<file path="config.mk">
export PLATFORM = sky130hd
export DESIGN_NAME = ecg_frame_sequencer_flat
export DESIGN_NICKNAME = d
export VERILOG_FILES = /design/src/rtl/ecg_frame_sequencer_if.sv /design/src/rtl/ecg_frame_sequencer.sv /design/src/flat_wrapper.sv
export SDC_FILE = /design/constraint.sdc
export NUM_CORES = 1
export LEC_CHECK = 0
export CORE_ASPECT_RATIO = 1.5
export CORE_MARGIN = 2
export CORE_UTILIZATION = 49
export DETAILED_ROUTE_END_ITERATION = 7
export PLACE_DENSITY = 0.8
export SYNTH_ARGS = -nofsm -noshare
export SYNTH_HDL_FRONTEND = slang
export SYNTH_SLANG_ARGS = --single-unit
</file>
<file path="constraint.sdc">
create_clock -name Clk -period 3.1 [get_ports Clk]
set_input_delay 0.93 -clock Clk [delete_from_list [all_inputs] [get_ports Clk]]
set_output_delay 0.93 -clock Clk [all_outputs]
set_load 0.01 [all_outputs]
</file>
<file path="src/rtl/ecg_frame_sequencer_if.sv">
// ecg_frame_sequencer_if: RX, Data RAM, compute and TX signals
// shared by the frame sequencer and its neighbours.
interface ecg_frame_sequencer_if #(
    parameter int BIT_WIDTH = 16,
    parameter int AW_IN     = 9,
    parameter int AW_OUT    = 1
);
    logic                 Rx_valid;
    logic [BIT_WIDTH-1:0] Rx_data;
    logic                 Wr_en;
    logic [AW_IN-1:0]     Wr_addr;
    logic [BIT_WIDTH-1:0] Wr_data;
    logic                 Compute_Enable;
    logic                 Compute_Done;
    logic [AW_OUT-1:0]    Rd_addr;
    logic [BIT_WIDTH-1:0] Rd_data;
    logic                 Tx_start;
    logic [BIT_WIDTH-1:0] Tx_data;
    logic                 Tx_idle;

    modport master (
        input  Rx_valid,
        input  Rx_data,
        input  Compute_Done,
        input  Rd_data,
        input  Tx_idle,
        output Wr_en,
        output Wr_addr,
        output Wr_data,
        output Compute_Enable,
        output Rd_addr,
        output Tx_start,
        output Tx_data
    );

    modport slave (
        output Rx_valid,
        output Rx_data,
        output Compute_Done,
        output Rd_data,
        output Tx_idle,
        input  Wr_en,
        input  Wr_addr,
        input  Wr_data,
        input  Compute_Enable,
        input  Rd_addr,
        input  Tx_start,
        input  Tx_data
    );
endinterface

</file>
<file path="src/rtl/ecg_frame_sequencer.sv">
// ecg_frame_sequencer: collects an input frame into Data RAM, runs compute,
// then streams the result words to the UART TX flow controller.
module ecg_frame_sequencer #(
    parameter int BIT_WIDTH      = 16,
    parameter int N_IN           = 512,
    parameter int N_OUT          = 1,
    parameter int TIMEOUT_CYCLES = 250000,
    parameter int AW_IN          = $clog2(N_IN),
    parameter int AW_OUT         = (N_OUT > 1) ? $clog2(N_OUT) : 1
) (
    input  logic                  Clk,
    input  logic                  Rst_n,
    ecg_frame_sequencer_if.master bus,
    output logic [2:0]            State,
    output logic [15:0]           Frame_count,
    output logic [7:0]            Timeout_count,
    output logic                  Overrun
);
    localparam logic [2:0] S_RX       = 3'd0;
    localparam logic [2:0] S_COMPUTE  = 3'd1;
    localparam logic [2:0] S_TX_FETCH = 3'd2;
    localparam logic [2:0] S_TX_SEND  = 3'd3;
    localparam logic [2:0] S_TX_BUSY  = 3'd4;

    localparam int TW = (TIMEOUT_CYCLES > 1) ? $clog2(TIMEOUT_CYCLES) : 1;
    localparam logic [TW-1:0]     T_LAST   = TW'(TIMEOUT_CYCLES - 1);
    localparam logic [AW_IN-1:0]  IN_LAST  = AW_IN'(N_IN - 1);
    localparam logic [AW_OUT-1:0] OUT_LAST = AW_OUT'(N_OUT - 1);

    logic [2:0]           state;
    logic [AW_IN-1:0]     rx_cnt;
    logic [AW_OUT-1:0]    tx_cnt;
    logic [TW-1:0]        timer;
    logic                 guard;
    logic                 wr_en;
    logic [AW_IN-1:0]     wr_addr;
    logic [BIT_WIDTH-1:0] wr_data;
    logic                 comp_en;
    logic [AW_OUT-1:0]    rd_addr;
    logic                 tx_start;
    logic [BIT_WIDTH-1:0] tx_data;

    assign bus.Wr_en          = wr_en;
    assign bus.Wr_addr        = wr_addr;
    assign bus.Wr_data        = wr_data;
    assign bus.Compute_Enable = comp_en;
    assign bus.Rd_addr        = rd_addr;
    assign bus.Tx_start       = tx_start;
    assign bus.Tx_data        = tx_data;
    assign State              = state;

    always_ff @(posedge Clk or negedge Rst_n) begin
        if (!Rst_n) begin
            state         <= S_RX;
            rx_cnt        <= '0;
            tx_cnt        <= '0;
            timer         <= '0;
            guard         <= 1'b0;
            wr_en         <= 1'b0;
            wr_addr       <= '0;
            wr_data       <= '0;
            comp_en       <= 1'b0;
            rd_addr       <= '0;
            tx_start      <= 1'b0;
            tx_data       <= '0;
            Frame_count   <= '0;
            Timeout_count <= '0;
            Overrun       <= 1'b0;
        end else begin
            wr_en    <= 1'b0;
            tx_start <= 1'b0;
            if (bus.Rx_valid && state != S_RX)
                Overrun <= 1'b1;

            unique case (state)
                S_RX: begin
                    if (bus.Rx_valid) begin
                        wr_en   <= 1'b1;
                        wr_addr <= rx_cnt;
                        wr_data <= bus.Rx_data;
                        timer   <= '0;
                        if (rx_cnt == IN_LAST) begin
                            rx_cnt  <= '0;
                            comp_en <= 1'b1;
                            state   <= S_COMPUTE;
                        end else begin
                            rx_cnt <= rx_cnt + AW_IN'(1);
                        end
                    end else if (rx_cnt != '0) begin
                        // partial frame idle too long: drop it
                        if (timer == T_LAST) begin
                            rx_cnt <= '0;
                            timer  <= '0;
                            if (Timeout_count != 8'hFF)
                                Timeout_count <= Timeout_count + 8'd1;
                        end else begin
                            timer <= timer + TW'(1);
                        end
                    end
                end
                S_COMPUTE: begin
                    if (bus.Compute_Done) begin
                        comp_en <= 1'b0;
                        tx_cnt  <= '0;
                        rd_addr <= '0;
                        state   <= S_TX_FETCH;
                    end
                end
                S_TX_FETCH: begin
                    state <= S_TX_SEND;
                end
                S_TX_SEND: begin
                    if (bus.Tx_idle) begin
                        tx_data  <= bus.Rd_data;
                        tx_start <= 1'b1;
                        guard    <= 1'b1;
                        state    <= S_TX_BUSY;
                    end
                end
                S_TX_BUSY: begin
                    // UART may not drop Tx_idle until a cycle after Tx_start
                    if (guard) begin
                        guard <= 1'b0;
                    end else if (bus.Tx_idle) begin
                        if (tx_cnt == OUT_LAST) begin
                            Frame_count <= Frame_count + 16'd1;
                            state       <= S_RX;
                        end else begin
                            tx_cnt  <= tx_cnt + AW_OUT'(1);
                            rd_addr <= tx_cnt + AW_OUT'(1);
                            state   <= S_TX_FETCH;
                        end
                    end
                end
                default: begin
                    state <= S_RX;
                end
            endcase
        end
    end
endmodule

</file>
<file path="src/flat_wrapper.sv">
// flat-port wrapper written by rule: the top's interface ports become plain ports
module ecg_frame_sequencer_flat 
#(
    parameter int BIT_WIDTH      = 16,
    parameter int N_IN           = 512,
    parameter int N_OUT          = 1,
    parameter int TIMEOUT_CYCLES = 250000,
    parameter int AW_IN          = $clog2(N_IN),
    parameter int AW_OUT         = (N_OUT > 1) ? $clog2(N_OUT) : 1
)
  (Clk, Rst_n, State, Frame_count, Timeout_count, Overrun, bus_Rx_valid, bus_Rx_data, bus_Compute_Done, bus_Rd_data, bus_Tx_idle, bus_Wr_en, bus_Wr_addr, bus_Wr_data, bus_Compute_Enable, bus_Rd_addr, bus_Tx_start, bus_Tx_data);
  ecg_frame_sequencer_if #(.BIT_WIDTH(BIT_WIDTH), .AW_IN(AW_IN), .AW_OUT(AW_OUT)) bus_i ();
  input  logic Clk;
  input  logic Rst_n;
  output logic [2:0] State;
  output logic [15:0] Frame_count;
  output logic [7:0] Timeout_count;
  output logic Overrun;
  input wire logic [$bits(bus_i.Rx_valid)-1:0] bus_Rx_valid;
  input wire logic [$bits(bus_i.Rx_data)-1:0] bus_Rx_data;
  input wire logic [$bits(bus_i.Compute_Done)-1:0] bus_Compute_Done;
  input wire logic [$bits(bus_i.Rd_data)-1:0] bus_Rd_data;
  input wire logic [$bits(bus_i.Tx_idle)-1:0] bus_Tx_idle;
  output wire logic [$bits(bus_i.Wr_en)-1:0] bus_Wr_en;
  output wire logic [$bits(bus_i.Wr_addr)-1:0] bus_Wr_addr;
  output wire logic [$bits(bus_i.Wr_data)-1:0] bus_Wr_data;
  output wire logic [$bits(bus_i.Compute_Enable)-1:0] bus_Compute_Enable;
  output wire logic [$bits(bus_i.Rd_addr)-1:0] bus_Rd_addr;
  output wire logic [$bits(bus_i.Tx_start)-1:0] bus_Tx_start;
  output wire logic [$bits(bus_i.Tx_data)-1:0] bus_Tx_data;
  assign bus_i.Rx_valid = bus_Rx_valid;
  assign bus_i.Rx_data = bus_Rx_data;
  assign bus_i.Compute_Done = bus_Compute_Done;
  assign bus_i.Rd_data = bus_Rd_data;
  assign bus_i.Tx_idle = bus_Tx_idle;
  assign bus_Wr_en = bus_i.Wr_en;
  assign bus_Wr_addr = bus_i.Wr_addr;
  assign bus_Wr_data = bus_i.Wr_data;
  assign bus_Compute_Enable = bus_i.Compute_Enable;
  assign bus_Rd_addr = bus_i.Rd_addr;
  assign bus_Tx_start = bus_i.Tx_start;
  assign bus_Tx_data = bus_i.Tx_data;
  ecg_frame_sequencer #(.BIT_WIDTH(BIT_WIDTH), .N_IN(N_IN), .N_OUT(N_OUT), .TIMEOUT_CYCLES(TIMEOUT_CYCLES), .AW_IN(AW_IN), .AW_OUT(AW_OUT)) u_core (.Clk(Clk), .Rst_n(Rst_n), .bus(bus_i), .State(State), .Frame_count(Frame_count), .Timeout_count(Timeout_count), .Overrun(Overrun));
endmodule
</file>
; Word-level counts from Yosys, hierarchy flattened
; Cells that the tools add are included.
[op_classes]
addsub = 5
n_eq_ne = 14
mux = 33
bitwise_logic = 3
reduce_logical = 20
[op_table]
columns = op, n
row1 = 18-bit 2-to-1 mux, 3
row2 = 9-bit 2-to-1 mux, 4
row3 = 18-bit by 1-bit adder with 18-bit output (second input constant), 1
row4 = 18-bit equality test (second input constant), 1
row5 = 3-bit 2-to-1 mux, 6
row6 = 16-bit by 1-bit adder with 16-bit output (second input constant), 1
row7 = 3-bit one-hot mux with 5 select lines, 1
row8 = 1-bit 2-to-1 mux, 14
row9 = 4-bit AND reduction, 3
row10 = 2-bit inequality test (second input constant), 5
row11 = 5-bit AND reduction, 2
row12 = 2-bit nonzero test, 5
row13 = 9-bit by 1-bit adder with 9-bit output (second input constant), 1
row14 = 9-bit equality test (second input constant), 1
row15 = 9-bit nonzero test, 1
row16 = 8-bit by 1-bit adder with 8-bit output (second input constant), 1
row17 = 8-bit inequality test (second input constant), 1
row18 = 1-bit one-hot mux with 2 select lines, 4
row19 = 2-bit AND reduction, 4
row20 = 3-bit by 2-bit equality test with 1-bit output (second input constant), 2
row21 = 6-bit AND reduction, 1
row22 = 2-bit by 1-bit inequality test with 1-bit output (second input constant), 2
row23 = 3-bit by 1-bit equality test with 1-bit output (second input constant), 1
row24 = 3-bit equality test (second input constant), 1
row25 = 7 further kinds, 9
[word_totals]
reg_bits = 102
inputBits = 37

; Longest topological paths before layout
[depth]
depth_word = 5
depth_mapped = 10
mapped_depth_nobuf = 9

; Least setup slack after synthesis
; Ideal clock, no wire load.
[synth_timing]
path_type = input to register
from = input bus_Rx_valid
to = register u_core.wr_data[10] (netlist: u_core.bus.Wr_data[10])
setup_ps = 125
t_arrival_ps = 2384
t_required_ps = 2975
path_slack_ps = 592
path_stages = 5
n_path_buf = 2
cell_sequence = clkbuf_1 inv_1 nor2_1 buf_2 mux2_2
[synth_between]
elab_chain_len = 1
[synth_rtl]
columns = element, line
row1 = "start, declared", flat_wrapper.sv:19  ; input wire logic [$bits(bus_i.Rx_valid)-1:0] bus_Rx_valid;
row2 = 2-bit AND reduction (no line), -
row3 = "end signal, assigned", ecg_frame_sequencer.sv:80  ; wr_data <= bus.Rx_data;
row4 = "end, declared", ecg_frame_sequencer.sv:37  ; logic [BIT_WIDTH-1:0] wr_data;
; No other way between the ends.
; A chain may end at the register's enable or synchronous reset.

; Final worst setup path
[layout_timing]
from = input bus_Tx_idle
to = register u_core.Frame_count[13]
[layout_between]
elab_chain_len = 1
[layout_rtl]
columns = element, line
row1 = "start, declared", flat_wrapper.sv:23  ; input wire logic [$bits(bus_i.Tx_idle)-1:0] bus_Tx_idle;
row2 = 4-bit AND reduction (no line), -
row3 = "end signal, assigned", ecg_frame_sequencer.sv:126  ; Frame_count <= Frame_count + 16'd1;
row4 = "end, declared", ecg_frame_sequencer.sv:15  ; output logic [15:0] Frame_count,
; No other way between the ends.

==> impl_summary.log <==
[metrics] portion of the clock cycle consumed by the worst path in the final layout: 0.807
[metrics] cell internal power dissipation: around 2.4 mW
[metrics] cell type contributing the most total cell area after synthesis: dfrtp_1
[metrics] Final Wtd Congestion: 0.847
[metrics] die span in x: 81.8 microns
[metrics] number of synthesis warnings: 0
[metrics] diode count: 0
[metrics] Arrival @ worst endpoint: 2.73 ns
[metrics] XOR/XNOR share of the synthesized area: 0.0729
[metrics] number of placement rows: between 40 and 50
[metrics] mean number of vias per cell: roughly 5.4
[metrics] final routed wirelength across all metal layers: 9.90 mm
[metrics] Post-Syn Instances: 406
[metrics] filler instances: approximately 670
[metrics] sort of element at the end of the critical path: flop
[metrics] Cells on Worst Hold Path: 2
[metrics] Sum Neg Setup Slack: 0 ns
[metrics] main flop type after synthesis: dfrtp_1
[metrics] most frequent cells in the layout: 108 x clkdlybuf4s50_1, 101 x dfrtp_1, 69 x nand2_1
[metrics] mux cell area share after synthesis: 0.0684
[metrics] switching component of the power: 758 uW
[metrics] Post-Syn Area: roughly 0.0044 sq mm
[metrics] count of distinct cell types in the synthesized netlist: between 40 and 50
[metrics] main combinational cell family by area after synthesis: simple AND/OR/NAND/NOR gates
[metrics] Logic pwr share: 0.148
[metrics] clk_skew: just over 0.005 ns
[metrics] total track usage: 0.215
[metrics] slew margin rel.: 0.569
[metrics] H-Tree Level Count: 3
[metrics] sum of net half-perimeters after detailed placement: between 7 and 8 mm
[metrics] switching share of power: 0.240
[metrics] maximum clock frequency: ~400 MHz
[metrics] GR Overflow Total: 0
[metrics] Detailed Routing Iterations Pass 1: 4
[metrics] final layout net count: about 560
[metrics] final non-filler cell area: around 0.0060 sq mm
[metrics] Clock Tree Root: clkbuf_16
[metrics] min Tclk post-route: ~2.5 ns
[metrics] RSZ-0062 raised after global routing: no
[metrics] Peak VDD IR: about 0.00033 V
[metrics] initial core utilization: 0.503
[metrics] number of buffers inserted for hold repair after clock tree synthesis: 0
[metrics] Worst R2R Path Depth: 8
[metrics] fin. max-slew vios: 0
[metrics] clock input transition at the sequential cells of the worst setup and hold paths: 0.06 ns
[metrics] P&R area growth vs syn: 34.7%
[metrics] leading post-synthesis cells by cell area: dfrtp_1 57%, mux2_2 6.6%, xnor2_1 6.3%, nand2_1 5.8%, nor2_1 3.5%
[metrics] number of gates resized after CTS: 0
[metrics] wire length of the first global-routing pass: 16.5 mm
[metrics] remaining number of nets flagged by the antenna check after routing: 0
[metrics] synthesized-area fraction occupied by ao, oa, aoi and oai cells: 0.0586
[metrics] Overall Power: 3.16 mW
[metrics] placement-stage cell area: 0.00567 sq mm
[metrics] TritonCTS buffer count: 9
[metrics] final cell utilization of the core: 0.678
[metrics] Leak: between 2 and 3 nW
[metrics] CP required: 3.32 ns
[metrics] DRC errors left: 0
[metrics] TritonCTS clock tree: yes
[metrics] WL per Instance: about 16 microns
[metrics] mean cell area of the mapped netlist: 10.9 sq um
[metrics] maximum number of pins on one net before global-route repair: 50
[metrics] clock tree buffer depth: 2
[metrics] io pins: between 100 and 150
[metrics] Finish-stage setup viols: 0
[metrics] count of vias placed by the detailed router: 3432
[metrics] overall die area: between 0.009 and 0.01 sq mm
[metrics] largest fanout on the critical path: 4
[metrics] fraction of layout cells with a size suffix above 1: 0.109
[metrics] number of max-cap violations: 0
[metrics] final-report hold violation count: 0
[metrics] Sink Count: 101
[metrics] number of enable flip-flop cells after synthesis: 0
[metrics] height of the die: between 100 and 150 microns
[metrics] Min-Delay Path Class: flop to flop
[metrics] proportion of netlist area held by the largest area contributor: 0.569
[metrics] I/O Buffers: ~110
[metrics] register bit total from synthesis: between 100 and 150
[metrics] post-synthesis async set-or-reset flop share: 1.00
[metrics] transition at the pin with the smallest max-transition slack: roughly 0.65 ns
[metrics] First DRT Iteration DRCs: 237
[metrics] proportion of synthesized chip area in sequential cells: 0.569
[metrics] crit start category: input port
[metrics] power per standard cell area: ~530 mW/mm^2
[metrics] net count after synthesis: around 450
[metrics] most frequent standard cell in the layout excluding fill and tap cells: clkdlybuf4s50_1
[metrics] initial antenna violation count: 0
[metrics] post-synthesis share of cell area spent on full adders, half adders and majority gates: 0.0169
[metrics] status: complete, no violations
[metrics] simple-gate share of the synthesized area: 0.197
[metrics] Clock Latency Late Sink: 0.34 ns
[metrics] category of the critical setup timing path: input port to flop
[metrics] Clock power frac: 0.373
[metrics] area of the core region: slightly below 0.009 sq mm
[metrics] number of buffers inserted by post-CTS setup repair: 0
[metrics] Sequential Power Share: 0.479
[metrics] vias in the first global route: about 3600
==> kinds of logic (layout without fill, tap and decap cells) <==
kind of cell	Yosys count	count (layout)
AO/OA/AOI/OAI	37	37
XOR/XNOR	37	37
adder cells (fa/ha/maj)	6	6
buffers and inverters	18	136
flip-flops	101	101
multiplexers	27	27
AND/OR/NAND/NOR	180	180
==> worst paths after layout <==
path | startpoint | end | slack (ns)
worst max-delay path | bus_Tx_idle | u_core.Frame_count[13] | 0.60
worst min-delay path | u_core.bus.Tx_data[12] | u_core.bus.Tx_data[12] | 0.48
worst max register to register | u_core.rx_cnt[0] | u_core.rx_cnt[7] | 0.64
worst min register to register | u_core.bus.Tx_data[12] | u_core.bus.Tx_data[12] | 0.48
max in group asynchronous | Rst_n | u_core.bus.Wr_addr[5] | 1.94
min in group asynchronous | Rst_n | u_core.bus.Wr_addr[1] | 0.50
==> synth_stat cells (all sizes together), types with 3 or more instances <==
| master | n |
|---|---|
| nor3 | 10 |
| nand3 | 17 |
| xor2 | 5 |
| nor2 | 42 |
| mux2 | 27 |
| nand4 | 8 |
| buf | 3 |
| a21oi | 6 |
| o31ai | 4 |
| o21ai | 9 |
| clkbuf | 8 |
| dfrtp | 101 |
| nor2b | 3 |
| xnor2 | 32 |
| nor4 | 5 |
| and4 | 4 |
| nand2 | 69 |
| and3 | 11 |
| ha | 6 |
| inv | 6 |
| o211ai | 5 |
==> area by class of cell <==
type	count	area, sq um	area share
Clock inverter	4	72.6	0.0121
Clock buffer	11	243	0.0405
Tap cell	110	138	0.0230
Timing Repair Buffer	114	1140	0.190
Multi-Input combinational cell	287	1840	0.308
Sequential cell	101	2530	0.422
Inverter	7	26.3	0.00439
==> critical path: stages <==
cell	delay [ns]
clkdlybuf4s50_1	0.52
nor2b_1	0.26
nand2_1	0.18
nor3_1	0.50
nand3_1	0.18
xnor2_1	0.16
==> metal layers <==
metal  track usage  vias up  routed length (microns)
met2         0.361      104                     5230
met1         0.254     1690                     3840
met4        0.0896        0                      230
li1              -     1620                        -
met5             0        -                        0
met3        0.0604       18                      608
==> flip-flops by register name (all words and copies together) (netlist names) <==
register and flops:
u_core.bus.Compute_Enable 1, u_core.bus.Wr_en 1, u_core.bus.Tx_data 16, u_core.bus.Wr_data 16
u_core.bus.Rd_addr 1, u_core.Timeout_count 8, u_core.State 3, u_core.bus.Wr_addr 9
u_core.rx_cnt 9, u_core.Frame_count 16, u_core.timer 18, u_core.Overrun 1
u_core.guard 1, u_core.bus.Tx_start 1
==> through the flow <==
step | hold WS (ns) | std cells | worst slack, ns
finish | 0.478 | 634 | 0.598
global route | 0.504 | 634 | 0.483
CTS | 0.486 | 634 | 0.599
detailed placement | 0.467 | 619 | 0.258
global placement | 0.458 | 619 | 0.327
floorplan | 0.474 | 406 | 0.592
==> power by group through the flow <==
stage | sequential (mW) | clock, mW | combinational (mW)
floorplan | 1.54 | 0 | 0.196
global placement | 1.53 | 0 | 0.460
detailed placement | 1.54 | 0 | 0.474
CTS | 1.51 | 1.20 | 0.475
global route | 1.53 | 1.25 | 0.514
finish | 1.51 | 1.18 | 0.468
(Power assumes the default switching activity.)
==> edit 1 (same settings) <==
Reset style: synchronous (`Rst_n`), changed in one clocked block.
--- a/src/rtl/ecg_frame_sequencer.sv
+++ b/src/rtl/ecg_frame_sequencer.sv
@@ -49,7 +49,7 @@
     assign bus.Tx_data        = tx_data;
     assign State              = state;
 
-    always_ff @(posedge Clk or negedge Rst_n) begin
+    always_ff @(posedge Clk) begin
         if (!Rst_n) begin
             state         <= S_RX;
             rx_cnt        <= '0;
Formal check against the unedited RTL: differs if Rst_n is asserted again (counterexample within 4 cycles, from zero or initial values and one cycle with Rst_n low); with Rst_n held inactive, the same outputs for 10 cycles.
==> edit 1 against the unedited design <==
Setup slack lost 0.067 ns; wire length grew 6.8%; area after synthesis shrank 4.8%; clock skew shrank 0.0016 ns; final area shrank 3.7%; sequential cell count is the same; core utilization grew 0.73 points; critical endpoint is now u_core.Frame_count[12]; largest cell class is now multi-input combinational cells; highest routed layer unchanged.
Power is not compared: it rests on default switching activity, and its combinational part moved more than twofold at a synthesized area within 25%.
==> edit 1: results (changes against the unedited design) <==
fraction of synthesized cell area in xor and xnor cells=5.590% (-1.7 points); layout net count=668 (+19%); proportion of synthesized flip-flops having asynchronous set or reset=0% (-100 points); gpl congestion=0.9159 (+8.1%); number of global-route vias before repair=3679 (+3.0%); Routed met3 length=339 um (-44%); worst reg2reg path startpoint=u_core.rx_cnt[0]; number of DRC violations after detailed-routing iteration 0=192 (-19%); mux share of post-synthesis cell area=0.2366% (-6.6 points); worst hold endpoint=u_core.bus.Rd_addr; syn_area_per_cell=8.214 um^2 (-25%); post-route non-filler standard cell count=737 (+16%); Global Route met3 Usage=2.991% (-3.1 points); Vias=3967 (+16%); end of the worst register-to-register path=u_core.rx_cnt[4]; number of unique standard cell types used by synthesis=47 (-4.1%); fraction of final layout cells sized beyond drive strength 1=5.714% (-5.2 points); FILL cells=682 (+1.2%); routed length per instance=14.35 um (-8.1%); source of the worst hold timing path=u_core.bus.Rd_addr; run status=finished, final reports clean; Max Clock Skew=0.003466 ns (-0.001615 ns); M2 GR Usage=40.44% (+4.3 points); post-synthesis sequential area ratio=47.80% (-9.1 points); placed cell count=721 (+16%); headroom to the max-slew limit=45.30% (-12 points)
## edit 1: through the flow
| step | power (mW) | hold slack [ns] | area [um^2] | util (%) | worst slack [ns] |
|---|---|---|---|---|---|
| floorplan | 1.442 | 0.4528 | 4230 | - | 0.6293 |
| global placement | 1.546 | 0.4170 | 5454 | 64.83 | 0.2732 |
| detailed placement | 1.551 | 0.4305 | 5454 | 64.83 | 0.2191 |
| CTS | 2.707 | 0.4544 | 5767 | 68.55 | 0.5176 |
| global route | 2.779 | 0.4730 | 5767 | 68.55 | 0.3449 |
| finish | 2.689 | 0.4465 | 5767 | 68.55 | 0.5309 |
## edit 1: final cells by class
cell class | instances | area, um^2 | share of cell area [%]
multi-input combinational | 373 | 2034 | 35.28
sequential | 101 | 2022 | 35.06
timing repair buffer | 124 | 1204 | 20.87
clock buffer | 14 | 274.0 | 4.752
tap | 107 | 133.9 | 2.322
inverter | 16 | 60.06 | 1.041
clock inverter | 2 | 38.79 | 0.6726
==> edit 2 (same settings) <==
Made on the original files. `TIMEOUT_CYCLES` is set to 250000 in 2 places; all go to 125000.
--- a/src/rtl/ecg_frame_sequencer.sv
+++ b/src/rtl/ecg_frame_sequencer.sv
@@ -4,7 +4,7 @@
     parameter int BIT_WIDTH      = 16,
     parameter int N_IN           = 512,
     parameter int N_OUT          = 1,
-    parameter int TIMEOUT_CYCLES = 250000,
+    parameter int TIMEOUT_CYCLES = 125000,
     parameter int AW_IN          = $clog2(N_IN),
     parameter int AW_OUT         = (N_OUT > 1) ? $clog2(N_OUT) : 1
 ) (
--- a/src/flat_wrapper.sv
+++ b/src/flat_wrapper.sv
@@ -4,7 +4,7 @@
     parameter int BIT_WIDTH      = 16,
     parameter int N_IN           = 512,
     parameter int N_OUT          = 1,
-    parameter int TIMEOUT_CYCLES = 250000,
+    parameter int TIMEOUT_CYCLES = 125000,
     parameter int AW_IN          = $clog2(N_IN),
     parameter int AW_OUT         = (N_OUT > 1) ? $clog2(N_OUT) : 1
 )
Formal check against the unedited RTL: same outputs for any inputs over 10 cycles, from zero or initial values and one cycle with Rst_n low; that may be too few to reach the edited logic, so the function may still have changed.
==> edit 2 against the unedited design <==
Global-route usage decreased by 0.15 points; count of clock-buffer cells in the layout decreased by 1; setup slack improved by 0.048 ns; sequential cell count decreased by 1; wire length increased by 4.5%; synthesized cell count increased by 3.9%; via count increased by 4.7%; core utilization decreased by 1.2 points; area after synthesis increased by 2.6%; fmax increased by 2.0%; final area increased by 1.8%; highest routed layer unchanged.
Power is not compared: it rests on default switching activity, and its combinational part moved more than twofold at a synthesized area within 25%.
==> edit 2: results (changes against the unedited design) <==
CP max FO=11 (+7); Area Overhead vs Synth=33.73%; worst setup slack after placement=0.4284 ns (+0.1709 ns); worst slew pin tran=0.6750 ns (+0.02972 ns); FILL cells=701 (+4.0%); Layout clock buffers=10 (-1); area taken by multi-input logic gates=1929 um^2 (+4.8%); DRT Pass-1 Iters=4 (unchanged); Placed Instance Area=5781 um^2 (+1.9%); Max Clock Skew=0.007106 ns (+0.002025 ns); gpl congestion=0.8074 (-4.7%); mux share of post-synthesis cell area=6.970% (+0.13 points); Global Route met3 Usage=4.222% (-1.8 points); M2 GR Usage=38.41% (+2.3 points); data-path buffer share of cell area in the final layout=18.96% (-0.056 points); global-route usage over all layers=21.39% (-0.15 points); length in cells of the worst reg-to-reg path=10 (+2); run status=finished, final reports clean; placed cell count=639 (+3.2%); fraction of final layout cells sized beyond drive strength 1=11.97% (+1.1 points); buffer count excluding the clock tree in the final layout=118 (+3.5%); number of flip-flops in the largest register=17 (-1); synthesized netlist net count=465 (+3.6%); leakage component of the power=2.725 nW; clock distribution area overhead in the final layout=5.192% (-0.075 points); Multi-input comb cells=295 (+2.8%); number of gates resized after CTS=0 (unchanged); worst ir drop on vdd=0.4545 mV; number of DRC violations after detailed-routing iteration 0=207 (-13%); number of cells traversed by the worst hold path=2 (unchanged); wire length on met1=4088 um (+6.6%); clock root cell=clkbuf_16; H-tree levels=3 (unchanged); Vias per Instance=5.487 (+1.4%); routed length per instance=15.79 um (+1.1%); layout net count=581 (+3.2%); largest net degree at the start of global routing=33 (-34%); Routed met3 length=543 um (-11%); Arrival @ worst endpoint=1.52 ns (-1.21 ns); most numerous cell types in the synthesized netlist=dfrtp_1 (100), nand2_1 (77), mux2_2 (26); largest delay contributor family on the critical path=buffers and inverters; fraction of synthesized cell area in xor and xnor cells=4.226% (-3.1 points); count of inverters not on the clock network in the layout=14 (+7); DIE WIDTH=82.76 um (+1.2%); post-synthesis adder-cell area fraction=1.647% (-0.043 points); largest cells by area after synthesis=dfrtp_1 (55%), mux2_2 (6.4%), nand2_1 (6.3%); final WL=10350 um (+4.5%); wire length of the first global-routing pass=16600 um (+0.55%); met1 GRT Util=24.40% (-1.0 points); number of unique standard cell types used by synthesis=54 (+10%); routed wl met2=5531 um (+5.8%); post-synthesis sequential area ratio=54.88% (-2.0 points); half-perimeter wire length after detailed placement=7577 um (+4.9%); Synth Area in Compound Gates=8.507% (+2.7 points); number of global-route vias before repair=3583 (+0.31%); clk sink count=100 (-0.99%); syn_area_per_cell=10.80 um^2 (-1.3%); Sequential Area=2502 um^2 (-0.99%); crit-path max cell delay=0.61 ns (+0.09 ns)
edit 2: cell types whose count changed in the layout (fill, tap and decap cells not counted), sizes merged, moves of 4 or more:
cell,before,now
or3,2,7
nor2,42,20
nand2b,2,7
o211ai,5,0
buf,6,10
a21oi,6,16
nand2,69,77
xnor2,32,17
a31oi,2,11
o21ai,9,17
inv,6,14
edit 2: worst paths after layout:
check / endpoint / start / slack (ns)
worst max-delay path: State[2] / u_core.State[2] / 0.65
worst min-delay path: u_core.bus.Tx_data[8] / u_core.bus.Tx_data[8] / 0.48
worst max register to register: u_core.rx_cnt[3] / u_core.rx_cnt[0] / 0.83
worst min register to register: u_core.bus.Tx_data[8] / u_core.bus.Tx_data[8] / 0.48
max in group asynchronous: u_core.bus.Wr_data[14] / Rst_n / 1.84
min in group asynchronous: u_core.Frame_count[15] / Rst_n / 0.51
edit 2: power breakdown:
group / switching [mW] / total [mW] / internal, mW
combinational: 0.754 / 1.62 / 0.868
clock: 0.473 / 1.18 / 0.709
sequential: 0.261 / 1.89 / 1.63
